[config.mk]
export PLATFORM = sky130hd
export DESIGN_NAME = mips_sequencer
export DESIGN_NICKNAME = d
export VERILOG_FILES = /design/src/rtl/mips_sequencer.sv
export SDC_FILE = /design/constraint.sdc
export NUM_CORES = 1
export LEC_CHECK = 0
export CAP_MARGIN = 0
export CORE_ASPECT_RATIO = 1.5
export CORE_MARGIN = 5
export CORE_UTILIZATION = 51
export CTS_CLUSTER_SIZE = 24
export DETAILED_ROUTE_END_ITERATION = 10
export GPL_ROUTABILITY_DRIVEN = 0
export GPL_TIMING_DRIVEN = 0
export PLACE_DENSITY_LB_ADDON = 0.2
export SYNTH_ARGS = -nofsm -noshare
export SYNTH_HDL_FRONTEND = slang
export SYNTH_SLANG_ARGS = --single-unit
[constraint.sdc]
create_clock -name clk_i -period 4.77 [get_ports clk_i]
set_clock_uncertainty 0.1 [all_clocks]
set_input_delay 0.7155 -clock clk_i [delete_from_list [all_inputs] [get_ports clk_i]]
set_output_delay 0.7155 -clock clk_i [all_outputs]
set_load 0.02 [all_outputs]
[src/rtl/mips_sequencer.sv]
// Multi-cycle FETCH/EXEC1/EXEC2/HALT sequencer for the MIPS core: owns the instruction and
// load-data registers, counts retired instructions and bus stalls, and halts on a hung bus.
//
// state | meaning
// ------+-------------------------------------------------------------
// FETCH | instruction read in flight (unless halt), instr captured on exit
// EXEC1 | first execute cycle, data access for loads/stores
// EXEC2 | second execute cycle for instructions that need it
// HALT  | absorbing; only reset leaves it
module mips_sequencer #(
    parameter int COUNT_W  = 32,
    parameter int MAX_WAIT = 0
) (
    input  logic               clk_i,
    input  logic               rst_n_i,
    input  logic               waitrequest_i,
    input  logic [31:0]        readdata_i,
    input  logic               halt_i,
    input  logic               extra_i,
    input  logic               mem_read_i,
    input  logic               mem_write_i,
    output logic [1:0]         state_o,
    output logic [31:0]        instr_o,
    output logic [31:0]        load_data_o,
    output logic               fetch_read_o,
    output logic               retire_o,
    output logic               active_o,
    output logic               timeout_o,
    output logic [COUNT_W-1:0] instr_count_o,
    output logic [COUNT_W-1:0] stall_count_o
);

    typedef enum logic [1:0] {
        S_FETCH = 2'b00,
        S_EXEC1 = 2'b01,
        S_EXEC2 = 2'b10,
        S_HALT  = 2'b11
    } state_e;

    localparam int WCNT_W = (MAX_WAIT > 0) ? $clog2(MAX_WAIT + 1) : 1;
    localparam logic [WCNT_W-1:0] WCNT_LAST = (MAX_WAIT > 0) ? WCNT_W'(MAX_WAIT - 1) : '0;

    state_e             state_q;
    logic [31:0]        instr_q;
    logic [31:0]        load_data_q;
    logic               retire_q;
    logic               timeout_q;
    logic [COUNT_W-1:0] instr_count_q;
    logic [COUNT_W-1:0] instr_count_d;
    logic [COUNT_W-1:0] stall_count_q;
    logic [COUNT_W-1:0] stall_count_d;
    logic [WCNT_W-1:0]  wcnt_q;
    logic [WCNT_W-1:0]  wcnt_d;

    logic mem_pending;
    logic stalled;
    logic expire;
    logic retire_edge;

    assign mem_pending = ((state_q == S_FETCH) && !halt_i) ||
                         ((state_q == S_EXEC1) && (mem_read_i || mem_write_i));
    assign stalled     = mem_pending && waitrequest_i;

    // A stalled edge that would make the run MAX_WAIT long halts instead of waiting again.
    assign expire      = (MAX_WAIT > 0) && stalled && (wcnt_q == WCNT_LAST);

    assign retire_edge = (state_q == S_EXEC2) ||
                         ((state_q == S_EXEC1) && !stalled && !extra_i);

    assign wcnt_d        = ((MAX_WAIT == 0) || !stalled) ? '0 : wcnt_q + WCNT_W'(1);
    assign instr_count_d = retire_edge ? instr_count_q + COUNT_W'(1) : instr_count_q;
    assign stall_count_d = stalled ? stall_count_q + COUNT_W'(1) : stall_count_q;

    always_ff @(posedge clk_i or negedge rst_n_i) begin
        if (!rst_n_i) begin
            state_q       <= S_FETCH;
            instr_q       <= '0;
            load_data_q   <= '0;
            retire_q      <= 1'b0;
            timeout_q     <= 1'b0;
            instr_count_q <= '0;
            stall_count_q <= '0;
            wcnt_q        <= '0;
        end else begin
            retire_q      <= retire_edge;
            instr_count_q <= instr_count_d;
            stall_count_q <= stall_count_d;
            wcnt_q        <= wcnt_d;
            case (state_q)
                S_FETCH: begin
                    if (halt_i) begin
                        state_q <= S_HALT;
                    end else if (expire) begin
                        state_q   <= S_HALT;
                        timeout_q <= 1'b1;
                    end else if (!waitrequest_i) begin
                        instr_q <= readdata_i;
                        state_q <= S_EXEC1;
                    end
                end
                S_EXEC1: begin
                    if (expire) begin
                        state_q   <= S_HALT;
                        timeout_q <= 1'b1;
                    end else if (!stalled) begin
                        if (mem_read_i) begin
                            load_data_q <= readdata_i;
                        end
                        state_q <= extra_i ? S_EXEC2 : S_FETCH;
                    end
                end
                S_EXEC2: begin
                    state_q <= S_FETCH;
                end
                default: begin
                    state_q <= S_HALT;
                end
            endcase
        end
    end

    assign state_o       = state_q;
    assign instr_o       = instr_q;
    assign load_data_o   = load_data_q;
    assign retire_o      = retire_q;
    assign timeout_o     = timeout_q;
    assign instr_count_o = instr_count_q;
    assign stall_count_o = stall_count_q;
    assign fetch_read_o  = (state_q == S_FETCH) && !halt_i;
    assign active_o      = (state_q != S_HALT);

endmodule

# Word-level counts from Yosys, hierarchy flattened
# Cells that the tools add are included.
# Widths: inputs -> output; s select.
[op_classes]
add_sub_neg = 2
n_eq_ne = 5
n_mux = 5
n_bitwise = 3
reduce_logical = 15
[op_table]
columns = ["operator", "count"]
rows = [
  ["$add 32x1->32 const B", 2],
  ["$mux 2", 4],
  ["$pmux 2 s3", 1],
  ["$reduce_and 3->1", 2],
  ["$logic_and 1x1->1", 5],
  ["$ne 2x2->1 const B", 2],
  ["$logic_not 1->1", 3],
  ["$logic_or 1x1->1", 3],
  ["$ne 3x3->1 const B", 1],
  ["$not 1->1", 3],
  ["$eq 2x1->1 const B", 1],
  ["$eq 2x2->1 const B", 1],
  ["$logic_not 2->1", 1],
  ["$reduce_and 2->1", 1],
]
[word_totals]
ff_bits = 131
input_bits = 39
out_inout_bits = 134
wordCells = 36

# Depth between registers and ports, before layout
# Gate-level depths: netlist (run 1).
[depth]
word_depth = 8
ltp_mapped = 8
ltp_nobuf = 7

# Least setup slack after synthesis (run 1)
# No wires, ideal clock.
[synth_timing]
kind = "flip-flop to flip-flop"
startpoint = "register state_q[1] (netlist: state_o[1])"
endpoint = "register instr_count_q[1] (netlist: instr_count_o[1])"
setup_ps = 125
t_arrival_ps = 1945
t_required_ps = 4545
setup_slack_ps = 2600
stages_incl_launch_ff = 7
path_buffers = 1
synth_period_minus_slack_ps = 2170
path_cell_list = "dfrtp_1 -> inv_1 -> ha_1 -> nor4b_2 -> a211oi_2 -> buf_2 -> mux2_2"
[synth_via]
elab_chain_len = 8
elab_cells_between_ends = 11
cone_classes = "eq/ne: 2; reduce/logical: 9"
[synth_lines]
columns = ["item", "line", "source"]
rows = [
  ["from (decl)", "43", "state_e state_q;"],
  ["from (signal assigned)", "109", "state_q <= extra_i ? S_EXEC2 : S_FETCH;"],
  ["$eq 2x1->1 or $logic_not 2->1 (tied branches)", "61, 68, 60", ""],
  ["$logic_and 1x1->1, on equally long branches", "61, 60", ""],
  ["$logic_or 1x1->1", "60", "assign mem_pending = ((state_q == S_FETCH) && !halt_i) ||"],
  ["$logic_and 1x1->1", "62", "assign stalled = mem_pending && waitrequest_i;"],
  ["$logic_not 1->1", "--", ""],
  ["$logic_and 1x1->1 (2 in a row)", "68", "((state_q == S_EXEC1) && !stalled && !extra_i);"],
  ["$logic_or 1x1->1 *", "67", "assign retire_edge = (state_q == S_EXEC2) ||"],
  ["to (signal assigned)", "86", "instr_count_q <= instr_count_d;"],
  ["to (decl)", "48", "logic [COUNT_W-1:0] instr_count_q;"],
]
# Mark *: on every way between the ends. The rest lies on a longest branch, timed or not.
# A chain may end at the register's enable or synchronous reset.

# Worst setup path in the final report (run 1)
[layout_timing]
startpoint = "input halt_i"
endpoint = "output fetch_read_o"
[layout_via]
elab_chain_len = 2
[layout_lines]
columns = ["item", "line", "source"]
rows = [
  ["from (decl)", "18", "input logic halt_i,"],
  ["$logic_not 1->1", "129", "assign fetch_read_o = (state_q == S_FETCH) && !halt_i;"],
  ["$logic_and 1x1->1", "129", ""],
  ["to (decl)", "25", "output logic fetch_read_o,"],
]
# Every way passes these cells.

==> results.py, run 1 <==
metrics = {
    "drt": {
        "dr_total_vias": 4253,
        "viasPerCell": 5.38,
        "drt-initial-drc-count": 151,
        "wl_per_cell_um": 18.2,
        "routed_wl_um": 14400,
        "drt_first_pass_iters": 4,
        "antenna_left": 0,
        "drc": 0,
    },
    "clock_network": {
        "cts_resized": 0,
        "postCtsSetupBuffers": 0,
        "h-tree-depth": 4,
        "worstSkewPairLatency_ps": 400,
        "clock_sinks": 131,
        "clock_path_buffers": 2,
        "cts_buffers": 17,
        "tritoncts": "done",
        "hold_buffers": 0,
        "cts_root_buf": "clkbuf_16",
        "clk_pin_slew_worst_paths_ps": 60,
    },
    "yosys": {
        "syn_area_sq_um": 5660,
        "synth_area_per_cell_sq_um": 12.9,
        "yosysWarnings": 0,
        "synth_nets": 486,
        "yosys-top-cells-area": "dfrtp_1 (58%), mux2_2 (13%), xor2_1 (6.3%)",
        "synth_edf_count": 0,
        "synth_top_area_share_pct": 57.9,
        "yosys.area.top_type": "dfrtp_1",
        "synth_seq_cells": 131,
        "synthCells": 440,
        "async_reset_ff_share_pct": 100,
        "synthFlopType": "dfrtp_1",
        "synth_cell_type_count": 37,
        "seq_area_frac_synth_pct": 57.9,
    },
    "run": {
        "maxCapViolations": 0,
    },
    "cells_and_area": {
        "layout_common_cells": "clkdlybuf4s50_1 (169), dfrtp_1 (131), mux2_2 (65)",
        "layout.cells.most_common": "clkdlybuf4s50_1",
        "antenna_cells": 0,
        "nFillCells": 768,
        "drive_above_1_share_pct": 18.7,
        "fin_util_pct": 74.8,
        "stdcell_area_sq_um": 8190,
        "final_nets": 676,
        "synthToLayoutAreaGrowth_pct": 44.5,
    },
    "placement": {
        "io_buffers": 170,
        "dp_slack_ps": 1850,
        "dpl-instance-area_sq_um": 7580,
        "dpl.hpwl_um": 10400,
    },
    "worst_setup_path": {
        "crit_fanout": 5,
        "r2r_start": "state_o[1]",
        "worst_ep_arrival_time_ps": 2110,
        "crit_path_end_kind": "output pin",
        "required_ps": 3950,
        "r2r_end": "instr_count_o[1]",
        "worstSetupPathType": "in2out",
        "ff2ff_setup_slack_ps": 2340,
        "reg2regPathDepth": 6,
        "startpoint_type": "input port",
    },
    "sta": {
        "tightest_slew_ps": 696,
        "worst_slack_ps": 1840,
        "timing.final.crit_share_pct": 61.4,
        "max_freq_mhz": 341,
        "setup_viol": 0,
        "hold_viol": 0,
        "rsz0062_at_grt": "no",
        "final.min_clock_period_ps": 2930,
        "slew_headroom_pct": 53.3,
        "slew_viol_final": 0,
    },
    "power_and_ir_drop": {
        "ir_drop_mv": 0.364,
        "p_total_mw": 4.81,
        "p_leak_nw": 3.72,
        "pwr_density_cell_nw_per_um2": 588,
    },
    "floorplan": {
        "fp.dieW_um": 96.0,
        "rows": 47,
        "start_util_pct": 51.8,
        "core-area_sq_um": 10900,
        "die_area_sq_um": 13400,
        "die_height_um": 139,
        "io-pin-count": 173,
    },
    "min_path": {
        "hold_path.class": "in2async",
    },
    "global_routing": {
        "grt_util_all_layers_pct": 22.4,
        "grt_max_degree": 82,
        "grt_pass1_wl_um": 23500,
        "grt_antenna_before_repair": 0,
        "grt_pass1_vias": 4602,
        "grt_remaining_overflow": 0,
    },
    "outcome": {
        "status": "finished, final reports clean",
    },
}
cells in the mapped netlist, types with 8 or more instances:
cell and number:
nand4_1 15, xor2_1 41, and4_1 9, nor3_1 20, inv_1 8, nand2_1 25, nor2_1 10, mux2_2 65
xnor2_1 21, nand3_1 18, buf_2 11, nor4_1 14, dfrtp_1 131, and3_1 13
through the flow:
stage	hold WS (ps)	TNS, ps	instances
after floorplan	320	0	440
after global placement	360	-267630	757
after detailed placement	356	0	758
after CTS	159	0	790
after global routing	176	0	790
final	145	0	790
where the power goes:
| group | internal [mW] | switching (mW) |
|---|---|---|
| Combinational | 0.923 | 0.889 |
| Sequential | 1.44 | 0.229 |
| Clock | 0.830 | 0.495 |
flip-flops by register name (all words and copies together), names as in the netlist:
register and count:
instr_count_o 32, instr_o 32, load_data_o 32, stall_count_o 32
state_o 2, retire_o 1
worst max-delay path, cell delays in order:
cell and delay [ps]:
clkdlybuf4s50_1 440, nand2b_4 170, inv_1 130, clkdlybuf4s50_1 660
worst max-delay path by stage:
stage	start	endpoint	slack (ps)	depth (start not counted)
2_1_floorplan	state_o[1]	instr_count_o[1]	2600	6
3_3_place_gp	rst_n_i	stall_count_o[25]	-2060	1
3_5_place_dp	halt_i	fetch_read_o	1850	4
4_1_cts	halt_i	fetch_read_o	1840	4
5_1_grt	state_o[0]	fetch_read_o	1780	5
6_report	halt_i	fetch_read_o	1840	4
routing by layer:
layer  wire length, um  part of all wire [%]  GRT usage (%)  up-vias
met2              7410                    51           38.1      169
met3              1140                   7.9           6.51       18
met4               206                   1.4           6.97        0
met1              5660                    39           27.0     2120
met5                 0                     0              0        -
li1                  -                     -              -     1946
cell type report:
type                            count  area, sq um  area share, %
Multi-Input combinational cell    282         2260           27.6
Sequential cell                   131         3280           40.0
Buffer                             19         98.8           1.21
Timing Repair Buffer              171         1730           21.1
Inverter                            8         30.0          0.367
Clock buffer                       18          429           5.24
Clock inverter                     14          179           2.19
Tap cell                          147          184           2.25
cells by family after synthesis:
| logic type | count (synthesis) | share of synthesized area (%) |
|---|---|---|
| flops | 131 | 57.9 |
| compound gates | 9 | 1.26 |
| simple gates | 138 | 14.5 |
| other cells | 1 | 0.0662 |
| mux | 65 | 12.9 |
| fa+ha+maj | 7 | 1.55 |
| buf+inv | 27 | 2.28 |
| xor+xnor | 62 | 9.59 |
Note: power is estimated with default switching activity, not from simulation.
==> run 2, diff against run 1 <==
--- a/config.mk
+++ b/config.mk
@@ -8,7 +8,7 @@
 export CAP_MARGIN = 0
 export CORE_ASPECT_RATIO = 1.5
 export CORE_MARGIN = 5
-export CORE_UTILIZATION = 51
+export CORE_UTILIZATION = 42
 export CTS_CLUSTER_SIZE = 24
 export DETAILED_ROUTE_END_ITERATION = 10
 export GPL_ROUTABILITY_DRIVEN = 0
==> constraint.sdc (replaced) <==
create_clock -name clk_i -period 2.5 [get_ports clk_i]
set_clock_uncertainty 0.1 [all_clocks]
set_input_delay 0.375 -clock clk_i [delete_from_list [all_inputs] [get_ports clk_i]]
set_output_delay 0.375 -clock clk_i [all_outputs]
set_load 0.02 [all_outputs]
==> results.py, run 2 (same netlist as run 1, synthesis figures left out) <==
metrics = {
    "floorplan": {
        "die_height_um": 152,
        "core-area_sq_um": 13400,
        "start_util_pct": 42.3,
        "fp.dieW_um": 105,
        "io-pin-count": 173,
        "die_area_sq_um": 16000,
        "rows": 52,
    },
    "worst_setup_path": {
        "worstSetupPathType": "reg2reg",
        "critPathLaunch": "state_o[1]",
        "r2r_start": "state_o[1]",
        "cp_cell_sequence": "inv_1 > ha_1 > nor4b_2 > a211oi_4 > buf_2 > mux2_2",
        "critPathSlowestCell": "dfrtp_1",
        "crit_path_end_kind": "register",
        "r2r_end": "instr_count_o[1]",
        "slowest_delay_ps": 440,
        "startpoint_type": "register",
        "cp-endpoint": "instr_count_o[1]",
        "ff2ff_setup_slack_ps": 160,
        "path_buf_inv": 2,
        "reg2regPathDepth": 6,
        "path_depth": 6,
        "cp_top_family": "buffers and inverters",
        "required_ps": 2690,
        "crit_fanout": 10,
        "worst_ep_arrival_time_ps": 2530,
    },
    "drt": {
        "dr_total_vias": 4161,
        "antenna_left": 0,
        "viasPerCell": 5.16,
        "drc": 0,
        "drt-initial-drc-count": 125,
        "routed_wl_um": 13800,
        "wl_per_cell_um": 17.1,
        "drt_first_pass_iters": 4,
    },
    "sta": {
        "max_freq_mhz": 427,
        "worst_slack_ps": 159,
        "slew_headroom_pct": 54.6,
        "hold_viol": 0,
        "final.min_clock_period_ps": 2340,
        "timing.final.crit_share_pct": 93.6,
        "setup_viol": 0,
        "finalSetupTns_ps": 0,
        "slew_viol_final": 0,
        "tightest_slew_ps": 677,
        "rsz0062_at_grt": "no",
    },
    "power_and_ir_drop": {
        "ir_drop_mv": 0.673,
        "p_total_mw": 9.24,
        "p_switching_mw": 3.04,
        "combPwrFrac_pct": 37.2,
        "seq_power_share_pct": 34.3,
        "clkPwrFrac_pct": 28.5,
        "switching_share_pct": 32.9,
        "pwr_density_cell_nw_per_um2": 1120,
        "p_leak_nw": 3.74,
        "p_int_mw": 6.21,
    },
    "placement": {
        "dpl.hpwl_um": 10100,
        "io_buffers": 170,
        "dp_slack_ps": -41.1,
    },
    "min_path": {
        "hold_path.class": "in2async",
    },
    "global_routing": {
        "grt_util_all_layers_pct": 17.6,
        "grt_remaining_overflow": 0,
        "grt_pass1_wl_um": 23200,
        "grt_max_degree": 88,
        "grt_pass1_vias": 4510,
        "grt_antenna_before_repair": 0,
    },
    "cells_and_area": {
        "layout.cells.most_common": "clkdlybuf4s50_1",
        "nFillCells": 1062,
        "synthToLayoutAreaGrowth_pct": 45.5,
        "layout_common_cells": "clkdlybuf4s50_1 (168), dfrtp_1 (131), mux2_2 (65)",
        "drive_above_1_share_pct": 18.6,
        "antenna_cells": 0,
        "final_nets": 677,
    },
    "clock_network": {
        "tritoncts": "done",
        "postCtsSetupBuffers": 0,
        "clk_pin_slew_worst_paths_ps": 60,
        "cts_buffers": 17,
        "worstSkewPairLatency_ps": 410,
        "cts_root_buf": "clkbuf_16",
        "clock_sinks": 131,
        "h-tree-depth": 4,
        "clock_path_buffers": 2,
    },
    "outcome": {
        "status": "finished, final reports clean",
    },
    "run": {
        "maxCapViolations": 0,
    },
}
-- run 2: power by group through the flow --
stage / Sequential (mW) / Combinational (mW) / Clock (mW)
6_report: 3.17 / 3.44 / 2.63
3_5_place_dp: 3.21 / 3.48 / 0
2_1_floorplan: 3.94 / 0.997 / 0
5_1_grt: 3.26 / 3.66 / 2.81
4_1_cts: 3.18 / 3.50 / 2.70
3_3_place_gp: 3.18 / 3.42 / 0
-- run 2: area by class of cell --
class / count / area (sq um) / share of cell area (%)
Clock buffer: 18 / 429 / 5.21
Clock inverter: 14 / 200 / 2.43
Timing Repair Buffer: 172 / 1740 / 21.1
Inverter: 8 / 30.0 / 0.364
Buffer: 19 / 98.8 / 1.20
Tap cell: 162 / 203 / 2.46
Multi-Input combinational cell: 282 / 2260 / 27.5
Sequential cell: 131 / 3280 / 39.8
-- run 2: layer usage --
layer	wire (um)	part of all wire, %	track usage [%]	vias up
met5	0	0	0	-
met2	6830	50	29.2	144
met4	190	1.4	5.42	0
met3	896	6.5	5.85	14
met1	5860	43	21.8	2052
li1	-	-	-	1951
-- run 2: timing repair --
item                       4_1_cts  5_1_grt
hold buffers                     1        0
gates resized for setup          2        0
setup endpoints to repair        2        0
hold endpoints to repair        44        0
-- run 2: worst min path at each step --
| stage | start | end | slack, ps | cells past startpoint |
|---|---|---|---|---|
| 2_1_floorplan | rst_n_i | instr_count_o[0] | -20 | 0 |
| 3_3_place_gp | instr_count_o[31] | instr_count_o[31] | 360 | 1 |
| 3_5_place_dp | rst_n_i | instr_o[9] | 230 | 1 |
| 4_1_cts | rst_n_i | instr_o[9] | 360 | 2 |
| 5_1_grt | instr_count_o[31] | instr_count_o[31] | 390 | 1 |
| 6_report | rst_n_i | load_data_o[9] | 360 | 2 |
-- run 2: through the flow --
stage                     instance area (sq um)  util (%)  instances  hold slack [ps]
after floorplan                            5660         -        440            -20.6
after global placement                     7570      56.5        772              358
after detailed placement                   7600      56.7        773              231
after CTS                                  8240      61.5        806              361
after global routing                       8240      61.5        806              392
final                                      8240      61.5        806              361
==> RTL change, RTL diff (settings of run 2) <==
Change the parameter `COUNT_W` from 32 to 16.
--- a/src/rtl/mips_sequencer.sv
+++ b/src/rtl/mips_sequencer.sv
@@ -8,7 +8,7 @@
 // EXEC2 | second execute cycle for instructions that need it
 // HALT  | absorbing; only reset leaves it
 module mips_sequencer #(
-    parameter int COUNT_W  = 32,
+    parameter int COUNT_W  = 16,
     parameter int MAX_WAIT = 0
 ) (
     input  logic               clk_i,
Ports: changed (resized instr_count_o and stall_count_o); port bits go from 173 to 141. No check against the original RTL was run, so the function may have changed too.
==> RTL change against run 2 <==
Wire length down 31%; setup slack improved by 0.082 ns; synthesized area fell by 28%; utilization up 0.88 points; sequential cell count fell by 32; design area is 27% lower; total power fell by 19%; cell count shrank 30%; critical endpoint is now instr_o[2].
==> RTL change: results (changes against run 2) <==
Parameter                              Value

Finish
  Non-filler cells in the finished layout    561 (-30%)
  Multi-input gate area    0.00156 mm² (-31%)
  Total Nets Final    488 (-28%)
  Fraction of layout instances using a drive strength above 1    0.222 (+0.0356)

Routing
  Via-per-instance ratio    5.01 (-2.9%)
  Starting DRT DRC Count    62 (-50%)
  Routed wire length    9.54 mm (-31%)

Synth
  Post-synthesis mux area share    0.176 (+0.0463)
  Synthesized netlist net count    336 (-31%)
  Top cells by area in the synthesized netlist    dfrtp_1 (60%), mux2_2 (18%), xor2_1 (4.5%), ha_1 (2.1%), xnor2_1 (1.9%)
  Area fraction in compound gates after synthesis    0.0219 (+0.00935)

Placed design
  Placed inst area    0.00567 mm² (-25%)
  Count of buffers inserted at the top-level ports    139 (-18%)
  Worst Setup Slack post-DPL    0.0440 ns (+0.0851 ns)
  Placed Cells    545 (-29%)

Timing
  Final worst path period share    0.904 (-0.0328)
  Worst Hold Margin    0.364 ns (+0.00301 ns)

GRT
  Pin count of the biggest net entering global routing    64 (-27%)
  Vias in the first global route    2903 (-36%)

Worst setup path
  Worst endpoint data arrival time    2.38 ns (-0.15 ns)
  Reg-to-reg critical path startpoint    state_o[0]
  Slowest Stage Delay on Critical Path    0.46 ns (+0.02 ns)

Pwr
  Seq pwr    0.00265 W (-16%)
  Highest ir drop seen on vdd    842 µV (+25%)

Status
  Outcome    completed

Clocking
  Clock insertion delay at the later pin of the skew report    0.33 ns (-0.08 ns)
  # resized after CTS    0 (-2)
  Number of buffers created by CTS    9 (-8)
[RTL change: worst paths after layout]
path,end,cells after the start
worst max register to register,instr_o[2],6
worst min register to register,instr_count_o[15],1
worst min-delay path,instr_count_o[15],1
worst max-delay path,instr_o[2],6
min in group asynchronous,instr_count_o[13],2
max in group asynchronous,instr_o[21],3
[RTL change: layout make-up]
class	instances	share of cell area
flip-flops and latches	99	0.412
multi-input cells	176	0.259
repair buffers	141	0.238
clock buffers	10	0.0381
well taps	115	0.0239
clock inverters	5	0.0171
plain buffers	8	0.00750
inverters	7	0.00437
[RTL change: worst max-delay path, delay by kind of cell (launching register included)]
family | cells | cell delay (ns)
simple gates | 2 | 0.52
buf+inv | 2 | 0.48
flops | 1 | 0.46
mux | 1 | 0.38
fa+ha+maj | 1 | 0.22
